$ cat config.mk
export PLATFORM = sky130hd
export DESIGN_NAME = button_debounce_array
export DESIGN_NICKNAME = d
export VERILOG_FILES = /design/src/rtl/button_debounce_array_pkg.sv /design/src/rtl/debounce_channel.sv /design/src/rtl/button_debounce_array.sv
export SDC_FILE = /design/constraint.sdc
export NUM_CORES = 1
export LEC_CHECK = 0
export BUFFER_PORTS_ARGS = -buffer_cell sky130_fd_sc_hd__buf_2
export CAP_MARGIN = 20
export CORE_MARGIN = 4
export CORE_UTILIZATION = 50
export DETAILED_ROUTE_END_ITERATION = 12
export GPL_TIMING_DRIVEN = 0
export HOLD_SLACK_MARGIN = 0.03
export PLACE_DENSITY = 0.67
export SLEW_MARGIN = 15
export SYNTH_ARGS = -nofsm -noshare
export SYNTH_HDL_FRONTEND = slang
export SYNTH_SLANG_ARGS = --single-unit
$ cat constraint.sdc
create_clock -name clk -period 2.9 [get_ports clk]
set_input_delay 0 -clock clk [delete_from_list [all_inputs] [get_ports clk]]
set_output_delay 0 -clock clk [all_outputs]
set_load 0.01 [all_outputs]
$ cat src/rtl/button_debounce_array_pkg.sv
// Shared definitions for the multi-channel button debouncer: state encoding and
// the counter-width helper used by every channel.
package button_debounce_array_pkg;

    localparam logic [1:0] ST_LOW       = 2'd0;
    localparam logic [1:0] ST_WAIT_HIGH = 2'd1;
    localparam logic [1:0] ST_HIGH      = 2'd2;
    localparam logic [1:0] ST_WAIT_LOW  = 2'd3;

    typedef enum logic [1:0] {
        S_LOW       = ST_LOW,
        S_WAIT_HIGH = ST_WAIT_HIGH,
        S_HIGH      = ST_HIGH,
        S_WAIT_LOW  = ST_WAIT_LOW
    } state_e;

    // One counter serves both the debounce window and the long-press hold time.
    function automatic int cnt_width(input int debounce_cycles, input int long_cycles);
        int m;
        m = (debounce_cycles > long_cycles) ? debounce_cycles : long_cycles;
        return (m < 1) ? 1 : $clog2(m + 1);
    endfunction

endpackage

$ cat src/rtl/debounce_channel.sv
// One button channel: input synchroniser, shared debounce/long-press counter,
// four-state FSM and the once-per-press long flag.
//   state       | meaning
//   S_LOW       | released, level=0
//   S_WAIT_HIGH | input seen high, timing debounce window, level=0
//   S_HIGH      | pressed, level=1, counting towards long press
//   S_WAIT_LOW  | input seen low, timing debounce window, level=1
module debounce_channel
    import button_debounce_array_pkg::*;
#(
    parameter int SYNC_STAGES     = 2,
    parameter int DEBOUNCE_CYCLES = 1000,
    parameter int LONG_CYCLES     = 50000
) (
    input  logic clk,
    input  logic reset,
    input  logic in,
    output logic level,
    output logic press,
    output logic rel,
    output logic long_press
);

    localparam int            CW        = cnt_width(DEBOUNCE_CYCLES, LONG_CYCLES);
    localparam logic [CW-1:0] DEB_LAST  = CW'(DEBOUNCE_CYCLES - 1);
    localparam logic [CW-1:0] LONG_LAST = CW'((LONG_CYCLES > 0) ? LONG_CYCLES - 1 : 0);
    localparam logic [CW-1:0] LONG_SAT  = CW'(LONG_CYCLES);
    localparam bit            LONG_EN   = (LONG_CYCLES > 0);

    logic [SYNC_STAGES-1:0] sync_q, sync_d;
    state_e                 state_q, state_d;
    logic [CW-1:0]          cnt_q, cnt_d;
    logic                   flag_q, flag_d;
    logic                   level_q, level_d;
    logic                   press_q, press_d;
    logic                   rel_q, rel_d;
    logic                   long_q, long_d;
    logic                   s;

    assign s      = sync_q[SYNC_STAGES-1];
    assign sync_d = {sync_q[SYNC_STAGES-2:0], in};

    always_comb begin
        state_d = state_q;
        cnt_d   = cnt_q;
        flag_d  = flag_q;
        press_d = 1'b0;
        rel_d   = 1'b0;
        long_d  = 1'b0;
        unique case (state_q)
            S_LOW: begin
                if (s) begin
                    state_d = S_WAIT_HIGH;
                    cnt_d   = '0;
                end
            end
            S_WAIT_HIGH: begin
                if (!s) begin
                    state_d = S_LOW;
                end else if (cnt_q == DEB_LAST) begin
                    state_d = S_HIGH;
                    press_d = 1'b1;
                    cnt_d   = '0;
                end else begin
                    cnt_d = cnt_q + 1'b1;
                end
            end
            S_HIGH: begin
                if (!s) begin
                    state_d = S_WAIT_LOW;
                    cnt_d   = '0;
                end else begin
                    if (cnt_q < LONG_SAT) cnt_d = cnt_q + 1'b1;
                    // The flag survives bounced releases so long_press fires once per press.
                    if (LONG_EN && (cnt_q == LONG_LAST) && !flag_q) begin
                        long_d = 1'b1;
                        flag_d = 1'b1;
                    end
                end
            end
            S_WAIT_LOW: begin
                if (s) begin
                    state_d = S_HIGH;
                    cnt_d   = '0;
                end else if (cnt_q == DEB_LAST) begin
                    state_d = S_LOW;
                    rel_d   = 1'b1;
                    flag_d  = 1'b0;
                    cnt_d   = '0;
                end else begin
                    cnt_d = cnt_q + 1'b1;
                end
            end
            default: state_d = S_LOW;
        endcase
        level_d = (state_d == S_HIGH) || (state_d == S_WAIT_LOW);
    end

    always_ff @(posedge clk or negedge reset) begin
        if (!reset) begin
            sync_q  <= '0;
            state_q <= S_LOW;
            cnt_q   <= '0;
            flag_q  <= 1'b0;
            level_q <= 1'b0;
            press_q <= 1'b0;
            rel_q   <= 1'b0;
            long_q  <= 1'b0;
        end else begin
            sync_q  <= sync_d;
            state_q <= state_d;
            cnt_q   <= cnt_d;
            flag_q  <= flag_d;
            level_q <= level_d;
            press_q <= press_d;
            rel_q   <= rel_d;
            long_q  <= long_d;
        end
    end

    assign level      = level_q;
    assign press      = press_q;
    assign rel        = rel_q;
    assign long_press = long_q;

endmodule

$ cat src/rtl/button_debounce_array.sv
// Multi-channel button debouncer: CHANNELS independent debounce_channel instances,
// each with its own synchroniser and counter.
module button_debounce_array
    import button_debounce_array_pkg::*;
#(
    parameter int CHANNELS        = 4,
    parameter int SYNC_STAGES     = 2,
    parameter int DEBOUNCE_CYCLES = 1000,
    parameter int LONG_CYCLES     = 50000
) (
    input  logic                clk,
    input  logic                reset,
    input  logic [CHANNELS-1:0] in,
    output logic [CHANNELS-1:0] level,
    output logic [CHANNELS-1:0] press,
    output logic [CHANNELS-1:0] rel,
    output logic [CHANNELS-1:0] long_press
);

    for (genvar g = 0; g < CHANNELS; g++) begin : g_ch
        debounce_channel #(
            .SYNC_STAGES    (SYNC_STAGES),
            .DEBOUNCE_CYCLES(DEBOUNCE_CYCLES),
            .LONG_CYCLES    (LONG_CYCLES)
        ) u_ch (
            .clk       (clk),
            .reset     (reset),
            .in        (in[g]),
            .level     (level[g]),
            .press     (press[g]),
            .rel       (rel[g]),
            .long_press(long_press[g])
        );
    end

endmodule

==> results.tsv, run 1 <==
stage	metric	value	unit
outcome	status	complete, no violations	
die	I/O Pins	22	
yosys	top post-synthesis cells by count	100 x dfrtp_1, 51 x nand2_1, 48 x nor2_1	
cts	clock buffer depth	2	
setup_path	crit path cell chain	clkbuf_1 -> and3_1 -> and3_1 -> clkbuf_1 -> a41oi_1 -> clkbuf_1 -> nand2_1 -> o31ai_1	
sta	fmax	0.394	GHz
setup_path	most used cell, CP	clkbuf_1	
sta	unrepaired setup endpoints after global routing	false	
grt	first-pass GRT wire length	19800	µm
setup_path	Critical Path Fanout Max	10	
route	Total Wirelength	11300	µm
route	routed vias/inst	5.86	
route	antenna-violating nets left	0	
yosys	synth top area cells	dfrtp_1 47%, o21ai_0 3.6%, nand2_1 3.6%	
grt	largest net degree at the start of global routing	66	
placement	Post-DP HPWL	7750	µm
sta	setup TNS	0	ns
setup_path	Worst Path Required	3.19	ns
cts	clk_lat worst skew	0.38	ns
final_layout	fin nets	624	
yosys	Post-Synthesis Cells	576	
final_layout	share of cells above drive strength 1	12.9	%
sta	final worst setup slack	0.365	ns
worst_hold_path	Hold Crit Class	in2async	
yosys	top cell type's share of synthesized area	46.8	%
yosys	cell accounting for the most synthesized area	dfrtp_1	
final_layout	Multi-input gate area	2550	µm²
yosys	syn_area_per_cell	9.29	µm²
route	routed len/inst	14.9	µm
sta	final worst path period need	2.54	ns
die	core area	10400	µm²
placement	GP Congestion	0.921	
placement	IO Port Bufs	21	
sta	max_slew headroom	46.2	%
yosys	Yosys warnings	0	
setup_path	Setup crit start kind	flip-flop	
final_layout	diode count	0	
final_layout	Layout fillers	958	
final_layout	area grow syn2layout	10.8	%
grt	initial antenna violation count	0	
pwr	maximum VDD drop	0.329	mV
die	# rows	37	
grt	gr usage total	19.0	%
sta	skew final	0.0136	ns
die	Starting Density	51.6	%
placement	DP Worst Slack	0.215	ns
pwr	PwrDens	440	nW/µm²
cts	TritonCTS clock tree	done	
die	die footprint	12400	µm²
yosys	asr flop ratio synth	100	%
final_layout	Reg area	2500	µm²
cts	Clock transition at path regs	0.09	ns
sta	Hold Violations, Final	0	
yosys	Netlist cell types	65	
route	DR DRC count	0	
yosys	Mapped Area	5350	µm²
route	DRT Pass-1 Iters	5	
cts	clk sinks	100	
setup_path	critical path's slowest cell	clkbuf_1	
setup_path	CP max stage delay	0.46	ns
setup_path	worst setup path class	reg2reg	
yosys	Synthesized Nets	586	
grt	vias in the first global route	4237	
yosys	top-count cell post-synth	dfrtp_1	
cts	htree depth	3	
final_layout	final core area utilization	57.1	%
sta	worst slew pin tran	0.805	ns
setup_path	Critical R2R Launch	g_ch[1].u_ch.cnt_q[5]	
cts	CTS Root Cell	clkbuf_8	
die	die width	111	µm
sta	Max Slew Vio Count	0	
setup_path	CP Capture Type	flip-flop	
grt	Overflow after GRT	0	
yosys	number of synthesized flops with an enable pin	0	
setup_path	R2R Setup Slk	0.36	ns
die	chip height	111	µm
yosys	Seq cells post-synth	100	
setup_path	RR Endpoint	g_ch[1].u_ch.cnt_q[8]	
route	1st-iter DRT viols	361	
setup_path	Worst EP arrival	2.82	ns
yosys	Top FF cell, synth	dfrtp_1	
sta	Setup violations, final	0	
pwr	Leak Pwr	2.53	nW
route	via count	4421	
flow_run	Max Cap Viol	0	
cts	CTS Buf Count	9	
setup_path	worst reg-to-reg path cell count	8	
cts	Post-CTS Setup Bufs	0	
yosys	sequential fraction of the synthesis area	46.8	%
sta	Final period util	87.4	%
## cells by family (layout without fill, tap and decap cells)
kind of cell | count (synthesis) | in the layout | share of synthesized area (%)
AOI/OAI and AO/OA | 143 | 143 | 17.9
xor gates and xnor gates | 12 | 12 | 1.96
adders and majority gates | 4 | 4 | 0.936
buffers and inverters | 61 | 104 | 5.64
DFF | 100 | 100 | 46.8
muxes | 9 | 9 | 2.04
and+or+nand+nor | 247 | 247 | 24.7
## power breakdown
part	switching (mW)	leakage, nW	total [mW]	internal [mW]
Combinational	0.112	1.06	0.174	0.0619
Clock	0.492	0.111	0.980	0.488
Sequential	0.0333	1.36	1.46	1.42
Total	0.638	2.53	2.61	1.97
## cell usage in the layout (no fill, tap or decap), types with 9 or more instances in the layout
cell and n:
dfrtp_1 100, nand2_1 51, nor2_1 47, o21ai_0 39
nand3_1 36, inv_1 23, buf_2 21, a21oi_1 21
clkbuf_1 20, nand4_1 18, buf_4 17, nand2b_1 15
a22o_1 15, nor3_1 13, o31ai_1 10, o22ai_1 10
and3_1 9, clkbuf_8 9
## state kept, by name (all words and copies together) (netlist names)
| register | cells |
|---|---|
| g_ch.u_ch.level | 4 |
| g_ch.u_ch.state_q | 8 |
| g_ch.u_ch.sync_q | 8 |
| g_ch.u_ch.rel | 4 |
| g_ch.u_ch.press | 4 |
| g_ch.u_ch.flag_q | 4 |
| g_ch.u_ch.long_press | 4 |
| g_ch.u_ch.cnt_q | 64 |
## area by class of cell
class	instances	area share, %
plain buffers	38	3.63
repair buffers	27	3.19
clock inverters	6	1.48
inverters	23	1.46
well taps	136	2.87
flip-flops and latches	100	42.2
multi-input cells	415	43.0
clock buffers	10	2.15
## layer usage
metal | share of wire, % | track usage (%) | up-vias
li1 | - | - | 2170
met1 | 47 | 26.0 | 2148
met2 | 47 | 30.4 | 89
met3 | 4.6 | 5.16 | 14
met4 | 1.1 | 4.79 | 0
met5 | 0 | 0 | -
## how the worst max path moves through the flow
stage	from	to	slack, ns	depth (start not counted)
after floorplan	g_ch[0].u_ch.cnt_q[12]	g_ch[0].u_ch.level	0.66	5
after global placement	g_ch[3].u_ch.cnt_q[11]	g_ch[3].u_ch.cnt_q[8]	0.23	6
after detailed placement	g_ch[3].u_ch.cnt_q[11]	g_ch[3].u_ch.cnt_q[8]	0.22	6
after CTS	g_ch[3].u_ch.cnt_q[11]	g_ch[3].u_ch.cnt_q[8]	0.20	6
after global routing	g_ch[3].u_ch.cnt_q[11]	g_ch[3].u_ch.cnt_q[8]	0.10	6
final	g_ch[1].u_ch.cnt_q[5]	g_ch[1].u_ch.cnt_q[8]	0.36	8
## stage by stage
stage	hold slack (ns)	total power [mW]	instances	cell area, µm²
final	0.0715	2.61	755	5930
after global routing	0.0859	2.73	755	5930
after CTS	0.0668	2.64	755	5920
after detailed placement	-0.0842	1.65	734	5660
after global placement	0.109	1.64	733	5620
after floorplan	-0.296	1.58	576	5350
## timing repair
action | in CTS | in global routing
setup endpoints to repair | 0 | 3
hold buffers | 5 | 0
gates resized for setup | 0 | 1
endpoints found under the hold margin | 104 | 0
## worst max-delay path: cells and delay by family, from the launching register on
family | cells | cell delay (ns)
buffers and inverters | 3 | 0.81
AO/OA/AOI/OAI | 2 | 0.65
AND/OR/NAND/NOR | 3 | 0.62
flip-flops | 1 | 0.37
Note: power is estimated with default switching activity, not from simulation.
==> inputs of run 2 (changes only) <==
--- a/config.mk
+++ b/config.mk
@@ -5,8 +5,10 @@
 export SDC_FILE = /design/constraint.sdc
 export NUM_CORES = 1
 export LEC_CHECK = 0
+export ABC_AREA = 1
 export BUFFER_PORTS_ARGS = -buffer_cell sky130_fd_sc_hd__buf_2
 export CAP_MARGIN = 20
+export CORE_ASPECT_RATIO = 2
 export CORE_MARGIN = 4
 export CORE_UTILIZATION = 50
 export DETAILED_ROUTE_END_ITERATION = 12
==> results.tsv, run 2 <==
stage	metric	value	unit
route	routed len/inst	13.3	µm
yosys	Synthesized Nets	890	
cts	clk_lat worst skew	0.35	ns
sta	Max Slew Vio Count	0	
yosys	top-count cell post-synth	nand2_1	
final_layout	area grow syn2layout	11.0	%
route	1st-iter DRT viols	394	
yosys	Synth Area in Compound Gates	8.21	%
sta	Hold Violations, Final	0	
die	# rows	56	
yosys	sequential fraction of the synthesis area	41.0	%
sta	max_slew headroom	66.6	%
sta	skew final	0.0120	ns
outcome	status	complete, no violations	
route	routed vias/inst	5.24	
yosys	Seq cells post-synth	100	
cts	Clock transition at path regs	0.08	ns
final_layout	Layout fillers	1144	
setup_path	CP max stage delay	0.43	ns
yosys	Yosys warnings	0	
setup_path	Setup crit start kind	flip-flop	
yosys	main combinational cell family by area after synthesis	simple AND/OR/NAND/NOR gates	
sta	setup TNS	0	ns
die	core area	11800	µm²
cts	clk sinks	100	
grt	gr usage total	21.3	%
cts	TritonCTS clock tree	done	
die	chip height	164	µm
yosys	top post-synthesis cells by count	249 x nand2_1, 141 x inv_1, 107 x nor2_1	
yosys	simple-gate portion of the synthesized area	37.2	%
setup_path	worst setup path class	reg2reg	
yosys	asr flop ratio synth	100	%
die	Starting Density	51.6	%
setup_path	CP Capture Type	flip-flop	
route	DR DRC count	0	
yosys	post-synthesis adder-cell area fraction	0.819	%
cts	Post-CTS Setup Bufs	0	
grt	largest net degree at the start of global routing	77	
final_layout	commonest non-fill, non-tap cells in the layout	249 x nand2_1, 141 x inv_1, 107 x nor2_1	
cts	CTS Root Cell	clkbuf_16	
die	die width	86.2	µm
final_layout	fin nets	928	
cts	post_cts resized	0	
grt	first-pass GRT wire length	24300	µm
pwr	maximum VDD drop	0.334	mV
sta	fmax	0.534	GHz
grt	initial antenna violation count	0	
sta	Setup violations, final	0	
cts	CTS Buf Count	9	
yosys	number of synthesized flops with an enable pin	0	
setup_path	Critical Path Fanout Max	5	
yosys	synth top area cells	dfrtp_1 41%, nand2_1 15%, inv_1 8.7%	
setup_path	most used cell, CP	inv_1	
setup_path	crit path cell chain	ha_1 -> nand2_1 -> inv_1 -> nand3_1 -> nor2_1 -> nand2_2 -> nor3_1 -> o21bai_1 -> inv_1	
yosys	Netlist cell types	37	
setup_path	Crit path max-delay family	simple AND/OR/NAND/NOR gates	
setup_path	critical path's slowest cell	dfrtp_1	
yosys	Top FF cell, synth	dfrtp_1	
sta	worst slew pin tran	0.497	ns
worst_hold_path	Hold Crit Class	in2async	
sta	WHS	0.0649	ns
final_layout	Largest Register	g_ch.u_ch.cnt_q	
route	via count	5597	
setup_path	Worst Path Required	3.15	ns
final_layout	most common cell after layout, fill and taps aside	nand2_1	
yosys	Mapped Area	6110	µm²
placement	Post-DP HPWL	10800	µm
die	I/O Pins	22	
grt	Overflow after GRT	0	
sta	final worst path period need	1.87	ns
yosys	Post-Synthesis Cells	880	
grt	vias in the first global route	5518	
yosys	syn_area_per_cell	6.94	µm²
yosys	cell accounting for the most synthesized area	dfrtp_1	
cts	htree depth	3	
route	antenna-violating nets left	0	
die	die footprint	14200	µm²
pwr	Leak Pwr	3.55	nW
final_layout	max reg flops	64	
final_layout	diode count	0	
cts	# hold bufs at CTS	5	
pwr	PwrDens	417	nW/µm²
placement	GP Congestion	0.946	
sta	Final period util	64.6	%
setup_path	CP bufs+invs	2	
route	Total Wirelength	14200	µm
sta	unrepaired setup endpoints after global routing	false	
yosys	post-synthesis mux area share	0	%
flow_run	Max Cap Viol	0	
final_layout	Largest regs	g_ch.u_ch.cnt_q (64), g_ch.u_ch.state_q (8), g_ch.u_ch.sync_q (8)	
final_layout	share of cells above drive strength 1	12.7	%
cts	clock buffer depth	2	
placement	IO Port Bufs	21	
route	DRT Pass-1 Iters	5	
yosys	xor/xnor share of the synthesized area	0	%
setup_path	Worst EP arrival	2.12	ns
yosys	top cell type's share of synthesized area	41.0	%
run 2: cell types whose count changed after synthesis, moves of 14 or more:
| cell | previous run | this run |
|---|---|---|
| a21oi_1 | 21 | 35 |
| a22o_1 | 15 | 0 |
| clkbuf_1 | 19 | 0 |
| inv_1 | 23 | 141 |
| nand2_1 | 51 | 249 |
| nand3_1 | 36 | 62 |
| nand4_1 | 18 | 37 |
| nor2_1 | 48 | 107 |
run 2: path summary, 6_finish.rpt:
check / start / end / slack, ns / depth (start not counted)
max reg2reg: g_ch[3].u_ch.cnt_q[0] / g_ch[3].u_ch.flag_q / 1.03 / 9
max in group asynchronous: reset / g_ch[1].u_ch.cnt_q[5] / 2.20 / 3
min: reset / g_ch[2].u_ch.cnt_q[12] / 0.06 / 2
max: g_ch[3].u_ch.cnt_q[0] / g_ch[3].u_ch.flag_q / 1.03 / 9
min reg2reg: g_ch[3].u_ch.sync_q[0] / g_ch[3].u_ch.sync_q[1] / 0.35 / 0
min in group clk: in[0] / g_ch[0].u_ch.sync_q[0] / 0.29 / 2
run 2: final cells by class:
class	instances	area, µm²	share of cell area, %
Buffer	26	203	2.99
Clock buffer	9	225	3.32
Clock inverter	7	78.8	1.16
Inverter	153	582	8.58
Multi-Input combinational cell	601	2820	41.6
Sequential cell	100	2500	36.9
Tap cell	145	181	2.67
Timing Repair Buffer	27	189	2.78
run 2: cells by family after synthesis:
| logic type | count (synthesis) |
|---|---|
| AND/OR/NAND/NOR | 508 |
| buffers and inverters | 179 |
| adder cells (fa/ha/maj) | 4 |
| flip-flops | 100 |
| AO/OA/AOI/OAI | 89 |
run 2: worst register-to-register path, cell delays in order, from the launching register on:
cell and delay (ns):
dfrtp_1 0.43, ha_1 0.20, nand2_1 0.12, inv_1 0.08, nand3_1 0.07, nor2_1 0.12
nand2_2 0.11, nor3_1 0.41, o21bai_1 0.19, inv_1 0.05
run 2: metal layers:
metal	track usage (%)	vias up	share of wire, %
met5	0	-	0
met3	3.11	38	3.2
met1	22.9	2593	38
li1	-	2822	-
met4	10.0	0	3.4
met2	39.7	144	56
run 2: report_power, final:
group	internal, mW	switching (mW)
Sequential	1.42	0.0242
Clock	0.614	0.594
Combinational	0.0572	0.125
Total	2.09	0.743
run 2: through the flow:
stage	std cells	utilization, %	setup WS, ns	power [mW]	cell area [µm²]
4_1_cts	1068	57.3	1.02	2.87	6780
3_3_place_gp	1046	54.0	0.805	1.64	6400
3_5_place_dp	1047	54.3	1.03	1.65	6430
2_1_floorplan	880	-	1.38	1.57	6110
5_1_grt	1068	57.3	0.875	2.95	6780
6_report	1068	57.3	1.03	2.83	6780
==> inputs of run 3 (changes only) <==
--- a/config.mk
+++ b/config.mk
@@ -14,7 +14,7 @@
 export DETAILED_ROUTE_END_ITERATION = 12
 export GPL_TIMING_DRIVEN = 0
 export HOLD_SLACK_MARGIN = 0.03
-export PLACE_DENSITY = 0.67
+export PLACE_DENSITY = 0.69
 export SLEW_MARGIN = 15
 export SYNTH_ARGS = -nofsm -noshare
 export SYNTH_HDL_FRONTEND = slang
==> constraint.sdc (replaced) <==
create_clock -name clk -period 1.6 [get_ports clk]
set_input_delay 0 -clock clk [delete_from_list [all_inputs] [get_ports clk]]
set_output_delay 0 -clock clk [all_outputs]
set_load 0.01 [all_outputs]
==> results.tsv, run 3 (synthesized netlist as in run 2, its figures left out) <==
stage	metric	value	unit
final_layout	share of cells above drive strength 1	33.1	%
grt	Overflow after GRT	0	
route	1st-iter DRT viols	372	
cts	clk_lat worst skew	0.35	ns
placement	GP Congestion	0.960	
placement	IO Port Bufs	21	
grt	initial antenna violation count	0	
die	Starting Density	51.6	%
die	# rows	56	
route	routed vias/inst	5.41	
cts	TritonCTS clock tree	done	
sta	Final period util	106	%
final_layout	diode count	0	
die	core area	11800	µm²
flow_run	Max Cap Viol	0	
sta	final worst setup slack	-0.0920	ns
setup_path	Critical Path Fanout Max	4	
setup_path	worst setup path class	reg2reg	
final_layout	area grow syn2layout	31.8	%
cts	clk sinks	100	
setup_path	worst setup path end	g_ch[3].u_ch.cnt_q[7]	
pwr	Leak Pwr	4.11	nW
sta	max_slew headroom	68.3	%
setup_path	worst reg-to-reg path cell count	7	
cts	CTS Buf Count	9	
cts	CTS Root Cell	clkbuf_16	
die	I/O Pins	22	
pwr	maximum VDD drop	0.523	mV
die	chip height	164	µm
final_layout	Finished Layout Cells	1138	
setup_path	RR Endpoint	g_ch[3].u_ch.cnt_q[7]	
sta	fmax	0.591	GHz
grt	largest net degree at the start of global routing	54	
setup_path	CP Capture Type	flip-flop	
grt	vias in the first global route	5940	
final_layout	fin nets	998	
setup_path	CP Launch Point	g_ch[3].u_ch.cnt_q[0]	
setup_path	Worst Path Required	1.89	ns
sta	Hold Violations, Final	0	
final_layout	Largest regs	g_ch.u_ch.cnt_q (64), g_ch.u_ch.state_q (8), g_ch.u_ch.sync_q (8)	
sta	skew final	0.00763	ns
outcome	status	complete, but fails checks	
sta	Max Slew Vio Count	0	
sta	final worst path period need	1.69	ns
setup_path	Setup crit start kind	flip-flop	
cts	clock buffer depth	2	
outcome	failing checks	setup timing	
pwr	Total Power	5.31	mW
worst_hold_path	Hold Crit Class	in2async	
grt	gr usage total	23.3	%
grt	first-pass GRT wire length	26600	µm
route	routed len/inst	15.0	µm
die	die footprint	14200	µm²
route	antenna-violating nets left	0	
sta	worst slew pin tran	0.475	ns
pwr	PwrDens	659	nW/µm²
placement	Placed Cells incl. Taps	1047	
final_layout	commonest non-fill, non-tap cells in the layout	210 x nand2_1, 123 x inv_1, 88 x dfrtp_1	
setup_path	R2R Setup Slk	-0.09	ns
cts	Clock transition at path regs	0.08	ns
setup_path	Critical R2R Launch	g_ch[3].u_ch.cnt_q[0]	
route	Total Wirelength	17100	µm
route	DRT Pass-1 Iters	5	
setup_path	Worst EP arrival	1.98	ns
route	DR DRC count	0	
sta	Setup violations, final	9	
final_layout	Largest Register	g_ch.u_ch.cnt_q	
placement	Post-DP HPWL	10700	µm
die	die width	86.2	µm
sta	unrepaired setup endpoints after global routing	true	
cts	htree depth	3	
final_layout	most common cell after layout, fill and taps aside	nand2_1	
route	via count	6158	
final_layout	max reg flops	64	
[run 3: cell count changes in the layout (fill, tap and decap cells not counted), moves of 15 or more]
cell,before,now
buf_4,19,78
o21ai_0,33,18
nor2_4,2,22
nand2_4,6,21
inv_1,141,123
nand2_1,249,210
nand2_2,8,32
nor2_2,13,29
nand3_1,62,47
inv_2,9,26
nor2_1,107,71
[run 3: area by class of cell]
class	instances	area [µm²]
Fill cell	950	3790
Buffer	26	219
Sequential cell	100	2520
Multi-Input combinational cell	604	3510
Tap cell	145	181
Timing Repair inverter	1	8.76
Inverter	153	592
Clock inverter	7	66.3
Clock buffer	9	225
Timing Repair Buffer	93	729
[run 3: where the power goes]
| part | leakage [nW] | switching [mW] | internal, mW |
|---|---|---|---|
| logic | 2.62 | 0.310 | 0.200 |
| clock network | 0.145 | 1.07 | 1.10 |
| registers | 1.34 | 0.0504 | 2.57 |
[run 3: layer usage]
layer / wire [µm] / GRT usage, %
met2: 9210 / 42.9
met5: 0 / 0
met4: 1170 / 14.0
met1: 5930 / 24.2
met3: 778 / 3.36
[run 3: worst max-delay path, stage by stage (launching register included)]
cell     delay (ns)
dfrtp_1        0.40
buf_4          0.16
nand4_1        0.18
nor2_2         0.20
nand3_1        0.18
o21ai_0        0.28
nand2_1        0.15
inv_1          0.07
[run 3: how the worst min path moves through the flow]
stage / startpoint / cells past startpoint / end
finish: reset / 2 / g_ch[1].u_ch.level
global route: reset / 2 / g_ch[1].u_ch.level
CTS: reset / 2 / g_ch[1].u_ch.level
detailed placement: reset / 1 / g_ch[1].u_ch.level
global placement: in[2] / 1 / g_ch[2].u_ch.sync_q[0]
floorplan: reset / 0 / g_ch[0].u_ch.cnt_q[0]
[run 3: what timing repair did]
| action | in CTS | in global routing |
|---|---|---|
| cloned | 3 | 2 |
| setup buffers | 26 | 41 |
| pin swaps | 29 | 49 |
| setup endpoints to repair | 58 | 76 |
| hold endpoints to repair | 104 | 0 |
| hold buffers | 5 | 0 |
| resized for setup | 76 | 149 |
[run 3: stage by stage]
step	TNS (ns)	utilization (%)	hold WS, ns	cell area (µm²)	worst slack [ns]
2_1_floorplan	0	-	-0.296	6110	0.0796
3_3_place_gp	-56.47	54.0	0.108	6400	-0.542
3_5_place_dp	-3.49	54.3	-0.0312	6430	-0.224
4_1_cts	-0.0630	61.1	0.162	7240	-0.0306
5_1_grt	-2.62	68.0	0.192	8050	-0.274
6_report	-0.220	68.0	0.150	8050	-0.0920
